$ cat src/rtl/fifo_arb_pkg.sv
// Shared definitions for the FIFO write-port arbiter: FSM encoding and
// elaboration-time helpers.
package fifo_arb_pkg;

   typedef enum logic {
      ST_IDLE  = 1'b0,
      ST_BURST = 1'b1
   } state_t;

   // Ceiling log2 for sizing index/count fields (value >= 2 expected).
   function automatic int unsigned clog2(input int unsigned value);
      int unsigned v;
      int unsigned r;
      v = (value > 0) ? value - 1 : 0;
      r = 0;
      while (v > 0) begin
         r++;
         v = v >> 1;
      end
      return r;
   endfunction

   // (base + off) mod n, used for round-robin pointer arithmetic.
   function automatic int unsigned rr_wrap(input int unsigned base,
                                           input int unsigned off,
                                           input int unsigned n);
      return (base + off) % n;
   endfunction

endpackage

$ cat src/rtl/fifo_rr_pick.sv
// Combinational round-robin picker: rotate req so last+1 sits at bit 0,
// take the lowest set bit, rotate the pick back to a requester index.
module fifo_rr_pick
   import fifo_arb_pkg::*;
#(
   parameter int unsigned NUM_REQ = 4,
   localparam int unsigned IDX_W  = clog2(NUM_REQ)
) (
   input  logic [NUM_REQ-1:0] req,
   input  logic [IDX_W-1:0]   last,
   output logic [NUM_REQ-1:0] pick_onehot,
   output logic [IDX_W-1:0]   pick_idx,
   output logic               any
);

   logic [NUM_REQ-1:0] rot;
   logic               found;
   int unsigned        first_k;

   always_comb begin
      rot         = '0;
      found       = 1'b0;
      first_k     = 0;
      pick_onehot = '0;
      for (int unsigned k = 0; k < NUM_REQ; k++) begin
         rot[k] = req[IDX_W'(rr_wrap(32'(last), k + 1, NUM_REQ))];
      end
      for (int unsigned k = 0; k < NUM_REQ; k++) begin
         if (!found && rot[k]) begin
            found   = 1'b1;
            first_k = k;
         end
      end
      pick_idx = IDX_W'(rr_wrap(32'(last), first_k + 1, NUM_REQ));
      if (found) begin
         pick_onehot[pick_idx] = 1'b1;
      end
      any = found;
   end

endmodule

$ cat src/rtl/fifo_wr_arbiter.sv
// Round-robin, burst-locked arbiter sharing one FIFO write port between
// NUM_REQ requesters; never offers a word while the FIFO reports full.
module fifo_wr_arbiter
   import fifo_arb_pkg::*;
#(
   parameter int unsigned NUM_REQ   = 4,
   parameter int unsigned WIDTH     = 8,
   parameter int unsigned MAX_BURST = 4,
   localparam int unsigned IDX_W    = clog2(NUM_REQ),
   localparam int unsigned CNT_W    = clog2(MAX_BURST + 1)
) (
   input  logic                     clock,
   input  logic                     aclr,
   input  logic [NUM_REQ-1:0]       req,
   input  logic [NUM_REQ*WIDTH-1:0] req_data,
   output logic [NUM_REQ-1:0]       gnt,
   output logic [NUM_REQ-1:0]       ack,
   output logic                     fifo_wrreq,
   output logic [WIDTH-1:0]         fifo_data,
   input  logic                     fifo_wrfull,
   output logic                     busy,
   output logic [IDX_W-1:0]         owner
);

   state_t             state, state_n;
   logic [NUM_REQ-1:0] gnt_n;
   logic               busy_n;
   logic [IDX_W-1:0]   owner_n;
   logic [IDX_W-1:0]   last, last_n;
   logic [CNT_W-1:0]   cnt, cnt_n;

   logic [NUM_REQ-1:0] pick_onehot;
   logic [IDX_W-1:0]   pick_idx;
   logic               pick_any;
   logic [WIDTH-1:0]   words [NUM_REQ];
   logic               accept;

   fifo_rr_pick #(.NUM_REQ(NUM_REQ)) u_pick (
      .req         (req),
      .last        (last),
      .pick_onehot (pick_onehot),
      .pick_idx    (pick_idx),
      .any         (pick_any)
   );

   // Unpack the flat request data bus into per-requester words.
   always_comb begin
      for (int unsigned i = 0; i < NUM_REQ; i++) begin
         words[i] = req_data[i*WIDTH +: WIDTH];
      end
   end

   always_ff @(posedge clock or posedge aclr) begin
      if (aclr) begin
         state <= ST_IDLE;
         gnt   <= '0;
         busy  <= 1'b0;
         owner <= '0;
         last  <= IDX_W'(NUM_REQ - 1);
         cnt   <= '0;
      end else begin
         state <= state_n;
         gnt   <= gnt_n;
         busy  <= busy_n;
         owner <= owner_n;
         last  <= last_n;
         cnt   <= cnt_n;
      end
   end

   // Next state plus the combinational write-port outputs.
   always_comb begin
      state_n    = state;
      gnt_n      = gnt;
      busy_n     = busy;
      owner_n    = owner;
      last_n     = last;
      cnt_n      = cnt;
      accept     = 1'b0;
      ack        = '0;
      fifo_wrreq = 1'b0;
      fifo_data  = '0;

      case (state)
         ST_IDLE: begin
            if (pick_any) begin
               state_n = ST_BURST;
               gnt_n   = pick_onehot;
               busy_n  = 1'b1;
               owner_n = pick_idx;
               cnt_n   = '0;
            end
         end
         ST_BURST: begin
            accept     = req[owner] & ~fifo_wrfull;
            fifo_wrreq = accept;
            fifo_data  = words[owner];
            ack[owner] = accept;
            // Owner abandoning the grant or the last word of a burst both release the port.
            if (!req[owner] || (accept && cnt == CNT_W'(MAX_BURST - 1))) begin
               state_n = ST_IDLE;
               gnt_n   = '0;
               busy_n  = 1'b0;
               last_n  = owner;
               cnt_n   = '0;
            end else if (accept) begin
               cnt_n = cnt + CNT_W'(1);
            end
         end
         default: begin
            state_n = ST_IDLE;
         end
      endcase
   end

endmodule
$ cat config.mk
export PLATFORM = sky130hd
export DESIGN_NAME = fifo_wr_arbiter
export DESIGN_NICKNAME = d
export VERILOG_FILES = /design/src/rtl/fifo_arb_pkg.sv /design/src/rtl/fifo_rr_pick.sv /design/src/rtl/fifo_wr_arbiter.sv
export SDC_FILE = /design/constraint.sdc
export NUM_CORES = 1
export LEC_CHECK = 0
export ABC_CLOCK_PERIOD_IN_PS = 5000
export CORE_MARGIN = 10
export CORE_UTILIZATION = 25
export CTS_CLUSTER_DIAMETER = 40
export CTS_CLUSTER_SIZE = 16
export DETAILED_ROUTE_END_ITERATION = 16
export PLACE_DENSITY = 0.59
export SLEW_MARGIN = 15
export SYNTH_ARGS = -nofsm -noshare
export SYNTH_HDL_FRONTEND = slang
export SYNTH_SLANG_ARGS = --single-unit
$ cat constraint.sdc
create_clock -name clock -period 5 [get_ports clock]
set_input_delay 0.5 -clock clock [delete_from_list [all_inputs] [get_ports clock]]
set_output_delay 0.5 -clock clock [all_outputs]
set_load 0.05 [all_outputs]
==> results.py, run 1 <==
metrics = {
    "outcome": {
        "status": "finished, final reports clean",
    },
    "logic_synthesis": {
        "synth_commonest_cells": "nor2_1 (12), dfrtp_1 (11), nand2_1 (11)",
        "seq_area_frac_synth_pct": 28.1,
        "ys_top_cells_by_area": "dfrtp_1 (24%), mux4_2 (15%), dfstp_2 (4.5%), and2_1 (4.3%), nor2_1 (3.9%)",
        "synth-edff-count": 0,
        "synth_cells": 123,
        "synthArstFlopShare_pct": 100,
        "synth_area_leader_cell": "dfrtp_1",
        "netlist_area_um2": 1160,
        "synth_cell_types": 43,
        "yosysMostFrequentCell": "nor2_1",
        "syn_nets": 165,
        "synth-seq-cells": 13,
        "ys_warn_count": 0,
        "yosysTopAreaCellShare_pct": 23.6,
        "syn_area_per_cell_um2": 9.47,
        "ys.flop_type": "dfrtp_1",
    },
    "final_layout": {
        "n_antenna_cell": 0,
        "drive_above_1_share_pct": 11.3,
        "syn_to_final_growth_pct": 55.5,
        "utilization_pct": 40.8,
        "nNetsFinal": 220,
    },
    "pwr": {
        "clkPwrFrac_pct": 8.4,
        "combPwrFrac_pct": 69.6,
        "power_frac_seq_pct": 22.0,
        "intPower_uw": 533,
        "vdd_ir_drop_max_mv": 0.251,
        "switching_share_pct": 51.5,
        "power_switching_uw": 567,
        "total_leakage_power_nw": 0.697,
        "p_per_area_nw_per_um2": 607,
        "power_mw": 1.10,
    },
    "setup_path": {
        "end_kind": "output port",
        "rr_worst_depth": 4,
        "cp.arrival_ps": 2880,
        "reg2reg_from": "owner[1]",
        "crit_path_max_fanout": 10,
        "setup.worst_path.class": "in2out",
        "worstPathRequired_ps": 4500,
        "reg2reg_slack_ps": 2930,
        "r2r_end": "last[1]",
        "startpoint_type": "input pin",
    },
    "hold_path": {
        "hold_depth": 2,
        "hold_start": "gnt[2]",
        "min_to": "gnt[2]",
        "hp-class": "reg2reg",
    },
    "cts": {
        "cts_root_buffer": "clkbuf_8",
        "cts_tree": "yes",
        "clock_path_buffers": 2,
        "ctsHoldBuffers": 0,
        "cts_made_buffers": 3,
        "cts.sinks": 13,
        "cts_resized": 0,
        "clk_pin_slew_ps": 60,
        "cts_htree_levels": 1,
        "post_cts_buffers": 0,
        "clock_latency_ps": 240,
    },
    "sta": {
        "fin_skew_ps": 0.638,
        "finalHoldViolCount": 0,
        "rsz0062_at_grt": "false",
        "drv_slew": 0,
        "finalSetupTns_ps": 0,
        "relSlewSlack_pct": 52.1,
        "period_share_pct": 67.6,
        "tightestPinTransition_ps": 719,
        "min_period_ps": 3380,
        "clock.fmax_mhz": 296,
        "setup_viol": 0,
    },
    "grt": {
        "grt_pass1_vias": 1139,
        "grt_max_degree": 17,
        "grt_pass1_wl_mm": 5.83,
        "overflow": 0,
        "grt_antenna_before_repair": 0,
        "grt_use_total_pct": 9.26,
    },
    "routing": {
        "via_per_inst": 4.99,
        "drc_errors": 0,
        "vias": 1142,
        "drtIter0Drc": 30,
        "routed_wl_mm": 3.77,
        "antenna_left": 0,
        "wl_per_cell_um": 16.5,
        "drt_pass1_iterations": 4,
    },
    "placement": {
        "gp_congestion": 0.834,
        "portBuffers": 58,
        "dp_hpwl_mm": 3.10,
    },
    "die": {
        "die_h_um": 88.3,
        "die_area_um2": 7790,
        "core_area_um2": 4440,
        "start_util_pct": 26.2,
        "fp-row-count": 24,
        "die_x_um": 88.3,
        "pin_count": 59,
    },
    "run": {
        "drv_cap": 0,
    },
}
## cell type report
class,instances,area (um2)
clock buffers,4,45.0
fillers,432,2630
inverters,5,18.8
multi-input cells,97,774
flip-flops and latches,13,328
well taps,52,65.1
repair buffers,58,581
## cell families (layout without fill, tap and decap cells)
kind of cell | after synthesis | in the layout | synth area share (%)
DFF | 13 | 13 | 28.1
adders and majority gates | 3 | 3 | 3.22
buffers and inverters | 13 | 67 | 5.37
muxes | 10 | 10 | 18.7
and+or+nand+nor | 55 | 55 | 25.7
xor gates and xnor gates | 2 | 2 | 1.50
AOI/OAI and AO/OA | 27 | 27 | 17.4
## stage by stage
stage	hold slack (ps)	instances	area, um2	worst slack, ps
2_1_floorplan	376	123	1160	2020
3_3_place_gp	480	225	1770	1690
3_5_place_dp	477	225	1770	1620
4_1_cts	499	229	1810	1600
5_1_grt	521	229	1810	1420
6_report	489	229	1810	1620
## critical path, cell delays in order
cell	delay, ps
clkdlybuf4s50_1	640
mux4_2	340
nand3_1	190
inv_1	200
nand2_1	70
nor2_1	110
clkdlybuf4s50_1	820
## registers in the layout, summed over array words and instances (netlist names)
| signal | cells |
|---|---|
| owner | 2 |
| cnt | 3 |
| gnt | 4 |
| state | 1 |
| last | 2 |
| busy | 1 |
## how the worst max path moves through the flow
| stage | cells past startpoint | endpoint | startpoint |
|---|---|---|---|
| after floorplan | 4 | ack[2] | owner[1] |
| final | 7 | ack[1] | req[3] |
| after detailed placement | 6 | ack[3] | req[3] |
| after CTS | 6 | ack[1] | owner[0] |
| after global routing | 6 | ack[1] | owner[0] |
| after global placement | 7 | ack[1] | req[3] |
## layer usage
metal  share of wire (%)  global-route usage (%)  up-vias
li1                    -                       -      563
met1                  44                    10.9      528
met2                  45                    15.8       49
met3                  11                    3.95        2
met4                0.11                   0.881        0
met5                   0                       0        -
## power groups by stage
| stage | registers [mW] | clock network [mW] | logic [mW] |
|---|---|---|---|
| after global placement | 0.246 | 0 | 0.763 |
| final | 0.242 | 0.0928 | 0.765 |
| after detailed placement | 0.246 | 0 | 0.768 |
| after floorplan | 0.247 | 0 | 0.546 |
| after CTS | 0.245 | 0.0955 | 0.770 |
| after global routing | 0.256 | 0.102 | 0.818 |
## cells in the final DEF (no fill, tap or decap), types with 4 or more instances in the layout
master / n
clkdlybuf4s50_1: 58
nor2_1: 12
nand2_1: 11
dfrtp_1: 11
mux4_2: 8
and2_1: 8
nor3_1: 6
inv_1: 5
a21oi_1: 5
o31ai_1: 5
o21ai_0: 4
nand3_1: 4
Power figures use the tool's default switching activity.
==> inputs of run 2 (changes only) <==
--- a/config.mk
+++ b/config.mk
@@ -5,7 +5,7 @@
 export SDC_FILE = /design/constraint.sdc
 export NUM_CORES = 1
 export LEC_CHECK = 0
-export ABC_CLOCK_PERIOD_IN_PS = 5000
+export ABC_CLOCK_PERIOD_IN_PS = 3500
 export CORE_MARGIN = 10
 export CORE_UTILIZATION = 25
 export CTS_CLUSTER_DIAMETER = 40
==> constraint.sdc (replaced) <==
create_clock -name clock -period 3.5 [get_ports clock]
set_input_delay 0.35 -clock clock [delete_from_list [all_inputs] [get_ports clock]]
set_output_delay 0.35 -clock clock [all_outputs]
set_load 0.05 [all_outputs]
==> results.py, run 2 (same netlist as run 1, synthesis figures left out) <==
metrics = {
    "sta": {
        "clock.fmax_mhz": 328,
        "relSlewSlack_pct": 65.4,
        "drv_slew": 0,
        "period_share_pct": 87.1,
        "hold_ws_ps": 446,
        "rsz0062_at_grt": "false",
        "tightestPinTransition_ps": 518,
        "setup_viol": 0,
        "finalHoldViolCount": 0,
        "min_period_ps": 3050,
        "fin_skew_ps": 2.30,
        "finalSetupTns_ps": 0,
    },
    "die": {
        "die_area_um2": 7790,
        "start_util_pct": 26.2,
        "pin_count": 59,
        "fp-row-count": 24,
        "core_area_um2": 4440,
        "die_x_um": 88.3,
        "die_h_um": 88.3,
    },
    "grt": {
        "grt_max_degree": 17,
        "grt_pass1_vias": 1178,
        "use_met3_pct": 3.77,
        "grt_pass1_wl_mm": 6.21,
        "grt.met1_usage_pct": 12.7,
        "met2_usage_pct": 16.6,
        "top_usage_layer": "met2",
        "grt_use_total_pct": 10.0,
        "grt_antenna_before_repair": 0,
        "overflow": 0,
    },
    "cts": {
        "ctsHoldBuffers": 0,
        "post_cts_buffers": 0,
        "clk_pin_slew_ps": 60,
        "cts_tree": "yes",
        "clock_path_buffers": 2,
        "cts.sinks": 13,
        "cts_htree_levels": 1,
        "cts_root_buffer": "clkbuf_8",
        "cts_made_buffers": 3,
        "clock_latency_ps": 240,
        "cts_resized": 0,
    },
    "routing": {
        "vias": 1175,
        "routed_wl_mm": 3.89,
        "drt_pass1_iterations": 4,
        "drc_errors": 0,
        "via_per_inst": 5.09,
        "antenna_left": 0,
        "wl_per_cell_um": 16.8,
        "drtIter0Drc": 35,
    },
    "pwr": {
        "combPwrFrac_pct": 72.6,
        "power_frac_seq_pct": 19.0,
        "power_switching_uw": 813,
        "p_per_area_nw_per_um2": 870,
        "vdd_ir_drop_max_mv": 0.270,
        "switching_share_pct": 51.2,
        "power_mw": 1.59,
        "total_leakage_power_nw": 0.706,
        "intPower_uw": 776,
        "clkPwrFrac_pct": 8.4,
    },
    "final_layout": {
        "n_antenna_cell": 0,
        "nNetsFinal": 222,
        "layout_common_cells": "clkdlybuf4s50_1 (58), nor2_1 (12), nand2_1 (11), dfrtp_1 (11)",
        "largest_reg_flops": 4,
        "largest_register": "gnt",
        "reg_top3": "gnt (4), cnt (3)",
        "syn_to_final_growth_pct": 56.8,
        "drive_above_1_share_pct": 12.3,
        "layoutNonFillerInstCount": 231,
        "final_area_um2": 1830,
        "nFillCells": 443,
        "final_common_cell": "clkdlybuf4s50_1",
    },
    "setup_path": {
        "cp.depth": 6,
        "startpoint_type": "input pin",
        "rr_worst_depth": 7,
        "crit_family": "buffers and inverters",
        "cp.buffers_inverters": 3,
        "end_kind": "output port",
        "slowest_delay_ps": 690,
        "setup.worst_path.class": "in2out",
        "critPathSlowestCell": "clkdlybuf4s50_1",
        "cp.arrival_ps": 2700,
        "path_cells": "clkdlybuf4s50_1, mux4_2, nand3_1, inv_1, and3_1, clkdlybuf4s50_1",
        "crit_path_max_fanout": 10,
        "worstPathRequired_ps": 3150,
        "cpMostUsedCell": "clkdlybuf4s50_1",
    },
    "hold_path": {
        "hp-class": "in2async",
    },
    "placement": {
        "gp_congestion": 0.835,
        "dp.cells": 227,
        "dp_hpwl_mm": 3.25,
        "portBuffers": 58,
        "dpl_cell_area_um2": 1780,
    },
    "outcome": {
        "status": "finished, final reports clean",
    },
    "run": {
        "drv_cap": 0,
    },
}
-- run 2: changes by cell type in the layout (fill, tap and decap cells not counted), sizes merged --
| cell | previous run | this run |
|---|---|---|
| buf | 0 | 2 |
-- run 2: path summary, 6_finish.rpt --
check                        start  endpoint  slack (ps)
setup / recovery            req[3]    ack[3]         450
hold / removal                aclr      busy         450
setup reg to reg           last[0]    gnt[3]        1440
hold reg to reg             gnt[0]    gnt[0]         490
max in group asynchronous     aclr   last[0]        2690
min in group clock          gnt[0]    gnt[0]         490
-- run 2: layout make-up --
class	instances	area, um2	area share [%]
clock buffers	4	45.0	2.47
inverters	5	18.8	1.03
multi-input cells	97	774	42.4
flip-flops and latches	13	328	17.9
well taps	52	65.1	3.56
repair buffers	60	596	32.6
-- run 2: metrics by stage --
stage	setup slack [ps]	utilization, %
after floorplan	670	-
after global placement	497	40.1
final	450	41.1
after global routing	284	41.1
after CTS	449	41.1
after detailed placement	430	40.1
-- run 2: layer usage --
metal / part of all wire [%] / vias up
met1: 44 / 557
met5: 0 / -
met3: 10 / 0
met4: 0 / 0
met2: 45 / 51
li1: - / 567
-- run 2: power groups by stage --
| stage | clock [mW] | combinational (mW) | sequential (mW) |
|---|---|---|---|
| after global placement | 0 | 1.15 | 0.304 |
| after floorplan | 0 | 0.781 | 0.353 |
| after global routing | 0.145 | 1.24 | 0.321 |
| final | 0.133 | 1.15 | 0.303 |
| after detailed placement | 0 | 1.16 | 0.307 |
| after CTS | 0.139 | 1.16 | 0.304 |
==> inputs of run 3 (changes only) <==
--- a/config.mk
+++ b/config.mk
@@ -11,8 +11,8 @@
 export CTS_CLUSTER_DIAMETER = 40
 export CTS_CLUSTER_SIZE = 16
 export DETAILED_ROUTE_END_ITERATION = 16
-export PLACE_DENSITY = 0.59
-export SLEW_MARGIN = 15
+export PLACE_DENSITY = 0.52
+export SKIP_LAST_GASP = 1
 export SYNTH_ARGS = -nofsm -noshare
 export SYNTH_HDL_FRONTEND = slang
 export SYNTH_SLANG_ARGS = --single-unit
==> results.py, run 3 (same netlist as run 1, synthesis figures left out) <==
metrics = {
    "final_layout": {
        "multi_input_area_um2": 774,
        "largest_reg_flops": 4,
        "reg_top3": "gnt (4), cnt (3)",
        "final_common_cell": "clkdlybuf4s50_1",
        "syn_to_final_growth_pct": 56.8,
        "largest_register": "gnt",
        "n_antenna_cell": 0,
        "layout_common_cells": "clkdlybuf4s50_1 (58), nor2_1 (12), nand2_1 (11), dfrtp_1 (11)",
        "nFillCells": 445,
        "drive_above_1_share_pct": 12.3,
        "seq_area_um2": 328,
        "nNetsFinal": 222,
        "layoutNonFillerInstCount": 231,
    },
    "cts": {
        "clk_pin_slew_ps": 60,
        "cts_resized": 0,
        "post_cts_buffers": 0,
        "clock_latency_ps": 240,
        "clock_path_buffers": 2,
        "cts.sinks": 13,
        "cts_made_buffers": 3,
        "ctsHoldBuffers": 0,
        "cts_htree_levels": 1,
        "cts_root_buffer": "clkbuf_8",
        "cts_tree": "yes",
    },
    "pwr": {
        "clkPwrFrac_pct": 8.3,
        "p_per_area_nw_per_um2": 868,
        "vdd_ir_drop_max_mv": 0.349,
        "combPwrFrac_pct": 72.6,
        "total_leakage_power_nw": 0.706,
        "power_switching_uw": 809,
        "intPower_uw": 776,
        "switching_share_pct": 51.0,
        "power_frac_seq_pct": 19.1,
    },
    "sta": {
        "drv_slew": 0,
        "fin_skew_ps": 2.17,
        "tightestPinTransition_ps": 513,
        "setup_viol": 0,
        "finalSetupTns_ps": 0,
        "rsz0062_at_grt": "false",
        "clock.fmax_mhz": 327,
        "min_period_ps": 3060,
        "period_share_pct": 87.5,
        "relSlewSlack_pct": 65.7,
        "finalHoldViolCount": 0,
    },
    "die": {
        "die_area_um2": 7790,
        "die_h_um": 88.3,
        "die_x_um": 88.3,
        "pin_count": 59,
        "start_util_pct": 26.2,
        "fp-row-count": 24,
        "core_area_um2": 4440,
    },
    "setup_path": {
        "cpMostUsedCell": "clkdlybuf4s50_1",
        "startpoint_type": "input pin",
        "end_kind": "output port",
        "crit_path_max_fanout": 10,
        "rr_worst_depth": 8,
        "worstPathRequired_ps": 3150,
        "setup.worst_path.class": "in2out",
        "crit_family": "buffers and inverters",
        "slowest_delay_ps": 700,
        "critPathSlowestCell": "clkdlybuf4s50_1",
        "path_cells": "clkdlybuf4s50_1, mux4_2, nand3_1, inv_1, and3_1, clkdlybuf4s50_1",
        "cp.arrival_ps": 2710,
        "reg2reg_slack_ps": 1380,
        "reg2reg_from": "last[0]",
        "cp.buffers_inverters": 3,
        "r2r_end": "gnt[2]",
    },
    "grt": {
        "overflow": 0,
        "grt_antenna_before_repair": 0,
        "grt_pass1_wl_mm": 6.02,
        "grt_pass1_vias": 1210,
        "grt_use_total_pct": 9.56,
        "grt_max_degree": 17,
    },
    "routing": {
        "drt_pass1_iterations": 4,
        "wl_per_cell_um": 16.2,
        "dr_wl_met3_um": 321,
        "routed.top_layer": "met3",
        "drc_errors": 0,
        "dr_wl_met2_mm": 1.83,
        "antenna_left": 0,
        "via_per_inst": 4.99,
        "m1WireLength_mm": 1.60,
        "routed_wl_mm": 3.75,
        "vias": 1152,
        "drtIter0Drc": 33,
    },
    "placement": {
        "dp_hpwl_mm": 3.11,
        "gp_congestion": 0.769,
        "portBuffers": 58,
        "dp.cells": 227,
    },
    "run": {
        "drv_cap": 0,
    },
    "outcome": {
        "status": "finished, final reports clean",
    },
    "hold_path": {
        "hp-class": "in2async",
    },
}
[run 3: cell counts in the layout (fill, tap and decap cells not counted)]
Identical to the previous run, type by type.
[run 3: worst max path at each step]
stage	from	endpoint	cells past startpoint	slack (ps)
after floorplan	owner[1]	ack[2]	4	670
after global placement	req[3]	ack[3]	6	480
after detailed placement	req[3]	ack[3]	6	420
after CTS	req[3]	ack[3]	6	420
after global routing	req[3]	ack[1]	7	260
final	req[3]	ack[3]	6	440
[run 3: metal layers]
layer  global-route usage (%)  vias to the layer above
met2                     17.3                       36
met1                     10.9                      548
li1                         -                      568
met3                     2.76                        0
met4                     1.76                        0
met5                        0                        -
[run 3: final cells by class]
cell class / instances / share of cell area (%)
multi-input combinational: 97 / 42.4
timing repair buffer: 60 / 32.6
sequential: 13 / 17.9
tap: 52 / 3.56
clock buffer: 4 / 2.47
inverter: 5 / 1.03
[run 3: through the flow]
step / worst slack [ps] / hold slack [ps] / power [mW] / area (um2) / utilization (%)
finish: 439 / 443 / 1.59 / 1830 / 41.1
CTS: 416 / 461 / 1.61 / 1830 / 41.1
global placement: 476 / 475 / 1.46 / 1780 / 40.1
detailed placement: 420 / 473 / 1.47 / 1780 / 40.1
global route: 263 / 492 / 1.70 / 1830 / 41.1
floorplan: 670 / 226 / 1.13 / 1160 / -
[run 3: power by group through the flow]
| stage | clock network [mW] | registers (mW) | logic, mW |
|---|---|---|---|
| final | 0.132 | 0.303 | 1.15 |
| after CTS | 0.139 | 0.307 | 1.17 |
| after floorplan | 0 | 0.353 | 0.781 |
| after global placement | 0 | 0.308 | 1.16 |
| after global routing | 0.144 | 0.317 | 1.24 |
| after detailed placement | 0 | 0.309 | 1.16 |
[run 3: worst reg2reg max path, cell delays in order (launching register included)]
cell	delay (ps)
dfstp_2	580
nor2_1	90
a21oi_1	170
o221ai_1	130
a21oi_1	160
ha_1	220
xor2_1	250
a21oi_1	110
o31ai_1	290
==> edit (flow settings as in run 2) <==
The parameter `MAX_BURST` goes from 4 to 2.
--- a/src/rtl/fifo_wr_arbiter.sv
+++ b/src/rtl/fifo_wr_arbiter.sv
@@ -5,7 +5,7 @@
 #(
    parameter int unsigned NUM_REQ   = 4,
    parameter int unsigned WIDTH     = 8,
-   parameter int unsigned MAX_BURST = 4,
+   parameter int unsigned MAX_BURST = 2,
    localparam int unsigned IDX_W    = clog2(NUM_REQ),
    localparam int unsigned CNT_W    = clog2(MAX_BURST + 1)
 ) (
Function: changed (a bounded check fails within 4 cycles, from zero or initial values).
==> edit against run 2 <==
- sequential cell count fell by 1
- clock power fell by 5%
- final area fell by 10%
- register-to-register slack improved by 20 ps
- clock skew rose by 1.4 ps
- maximum frequency fell by 2.6%
- utilization rose by 2.3 points
- first-iteration DRC count fell by 23%
- sequential share of layout area rose by 0.57 points
- routed wire length fell by 9.2%
- power fell by 5.7%
- final cell count fell by 13%
- synthesized area fell by 14%
- setup slack got worse by 83 ps
- critical path type unchanged
- largest cell class unchanged
==> edit: results (changes against run 2) <==
- The run finished with clean final reports.
- The total setup buffers inserted after CTS is 0 (unchanged).
- The clock latency on the worst-skew pair came to 240 ps (about the same).
- The static leakage was 0.000642 uW (-9.1%).
- The number of global-route vias before repair was 1,133 (-3.8%).
- The number of buffers inserted during clock tree synthesis was 3 (unchanged).
- The proportion of layout cells with a drive suffix above 1 is 13.1% (+0.78 points).
- The post-place setup slack is 374 ps (-56.4 ps).
- On the critical path, the stage with the largest delay is an instance of clkdlybuf4s50_1.
- The arrival time reported for the critical path endpoint was 2780 ps (+80 ps).
- By count the netlist is led by dfrtp_1, and2_1, mux4_2, nor2_1, inv_1.
- The relative max-transition margin was 66.1% (+0.74 points).
- The number of buffers added to fix hold violations after cts is 0 (unchanged).
- The net count after synthesis came to 140 (-15%).
- Counting flops per register, the top entry is gnt.
- The weighted congestion at the end of routability-driven global placement is 0.811 (-2.9%).
- By area the synthesized netlist is led by dfrtp_1, mux4_2, dfstp_2.
- The number of vias in the routed layout was 995 (-15%).
- The final clock skew came to 3.70 ps (+1.40 ps).
- The total wire length after detailed routing is 3530 um (-9.2%).
- The kind of cell adding the most delay to the critical path is buffers and inverters.
- The largest fanout on the critical path is 8 (-2).
- The global-route usage over all layers is 10.2% (+0.18 points).
- The number of antenna cells inserted is 0 (unchanged).
- The CTS H-tree depth is 1 (unchanged).
- The fraction of registers with async set or reset after synthesis is 100% (unchanged).
- The initial antenna violation count came to 0 (unchanged).
- The largest stage delay on the critical path was 830 ps (+140 ps).
- The worst supply voltage drop on vdd is 0.000476 V (+76%).
- The post-DP HPWL is 2830 um (-13%).
- The distinct cell type count after synthesis is 42 (-2.3%).
- The count of TritonRoute iterations in the first routing pass is 3 (-1).
- Clock-pin slew was measured on the worst setup and hold paths at 50 ps.
- The maximum number of pins on one net before global-route repair is 15 (-2).
- The count of nets after finishing is 196 (-12%).
- The global-route wire length before repair is 6000 um (-3.3%).
- In this run the clock root is driven by a clkbuf_8.
- The number of warnings printed during yosys synthesis was 0 (unchanged).
- The number of flip-flops under the largest register name is 4 (unchanged).
- The violation count after the first detailed-route iteration was 27 (-23%).
- The sequential cell area fraction in the yosys report came to 30.1% (+2.0 points).
- The number of gates resized after cts is 0 (unchanged).
==> edit: changes by cell type in the layout (fill, tap and decap cells not counted), sizes merged, moves of 3 or more <==
cell	delta
nand2	-7
nor2	-6
a21oi	-3
nand3	-3
nor3	-3
o21a	-3
==> edit: power by group <==
part	switching [uW]	internal (uW)	total, uW
Clock	50.1	75.8	126
Sequential	78.3	206	285
Combinational	640	449	1090
==> edit: path summary, 6_finish.rpt <==
kind / start / endpoint / slack (ps) / depth (start not counted)
setup / recovery: req[1] / ack[1] / 370 / 6
hold / removal: aclr / cnt[0] / 440 / 2
setup reg to reg: last[1] / owner[1] / 1460 / 8
hold reg to reg: cnt[0] / cnt[0] / 500 / 1
max in group asynchronous: aclr / last[0] / 2710 / 2
min in group clock: cnt[0] / cnt[0] / 500 / 1
==> edit: worst register-to-register path: stages (launching register included) <==
cell	delay, ps
dfstp_2	590
or2b_1	140
a21oi_1	70
o21ai_0	140
o21ai_0	100
ha_1	200
xnor2_1	130
xnor2_1	390
o21ai_0	130
==> edit: layout make-up <==
cell class | instances | area [um^2]
fill | 347 | 2140
multi-input combinational | 72 | 616
timing repair buffer | 60 | 593
sequential | 12 | 303
tap | 48 | 60.1
clock buffer | 3 | 41.3
inverter | 6 | 22.5
==> edit: through the flow <==
step                hold WS, ps  instance area, um^2  std cells
finish                      436                 1640        201
floorplan                   213                 1000         99
CTS                         448                 1640        201
global route                500                 1640        201
global placement            465                 1590        198
detailed placement          483                 1590        198
==> edit: metal layers <==
layer | part of all wire [%] | GRT usage [%] | vias to the layer above
met3 | 7.8 | 4.30 | 0
met5 | 0 | 0 | -
met2 | 46 | 17.5 | 47
met4 | 0 | 0.923 | 0
met1 | 46 | 11.9 | 475
li1 | - | - | 473
==> edit: cells by family (layout without fill, tap and decap cells) <==
group | Yosys count | after routing | share of synthesized area [%]
muxes | 12 | 12 | 23.0
AOI/OAI and AO/OA | 20 | 20 | 14.4
DFF | 12 | 12 | 30.1
xor gates and xnor gates | 2 | 2 | 1.74
and+or+nand+nor | 36 | 36 | 19.6
buffers and inverters | 15 | 69 | 8.59
adders and majority gates | 2 | 2 | 2.49
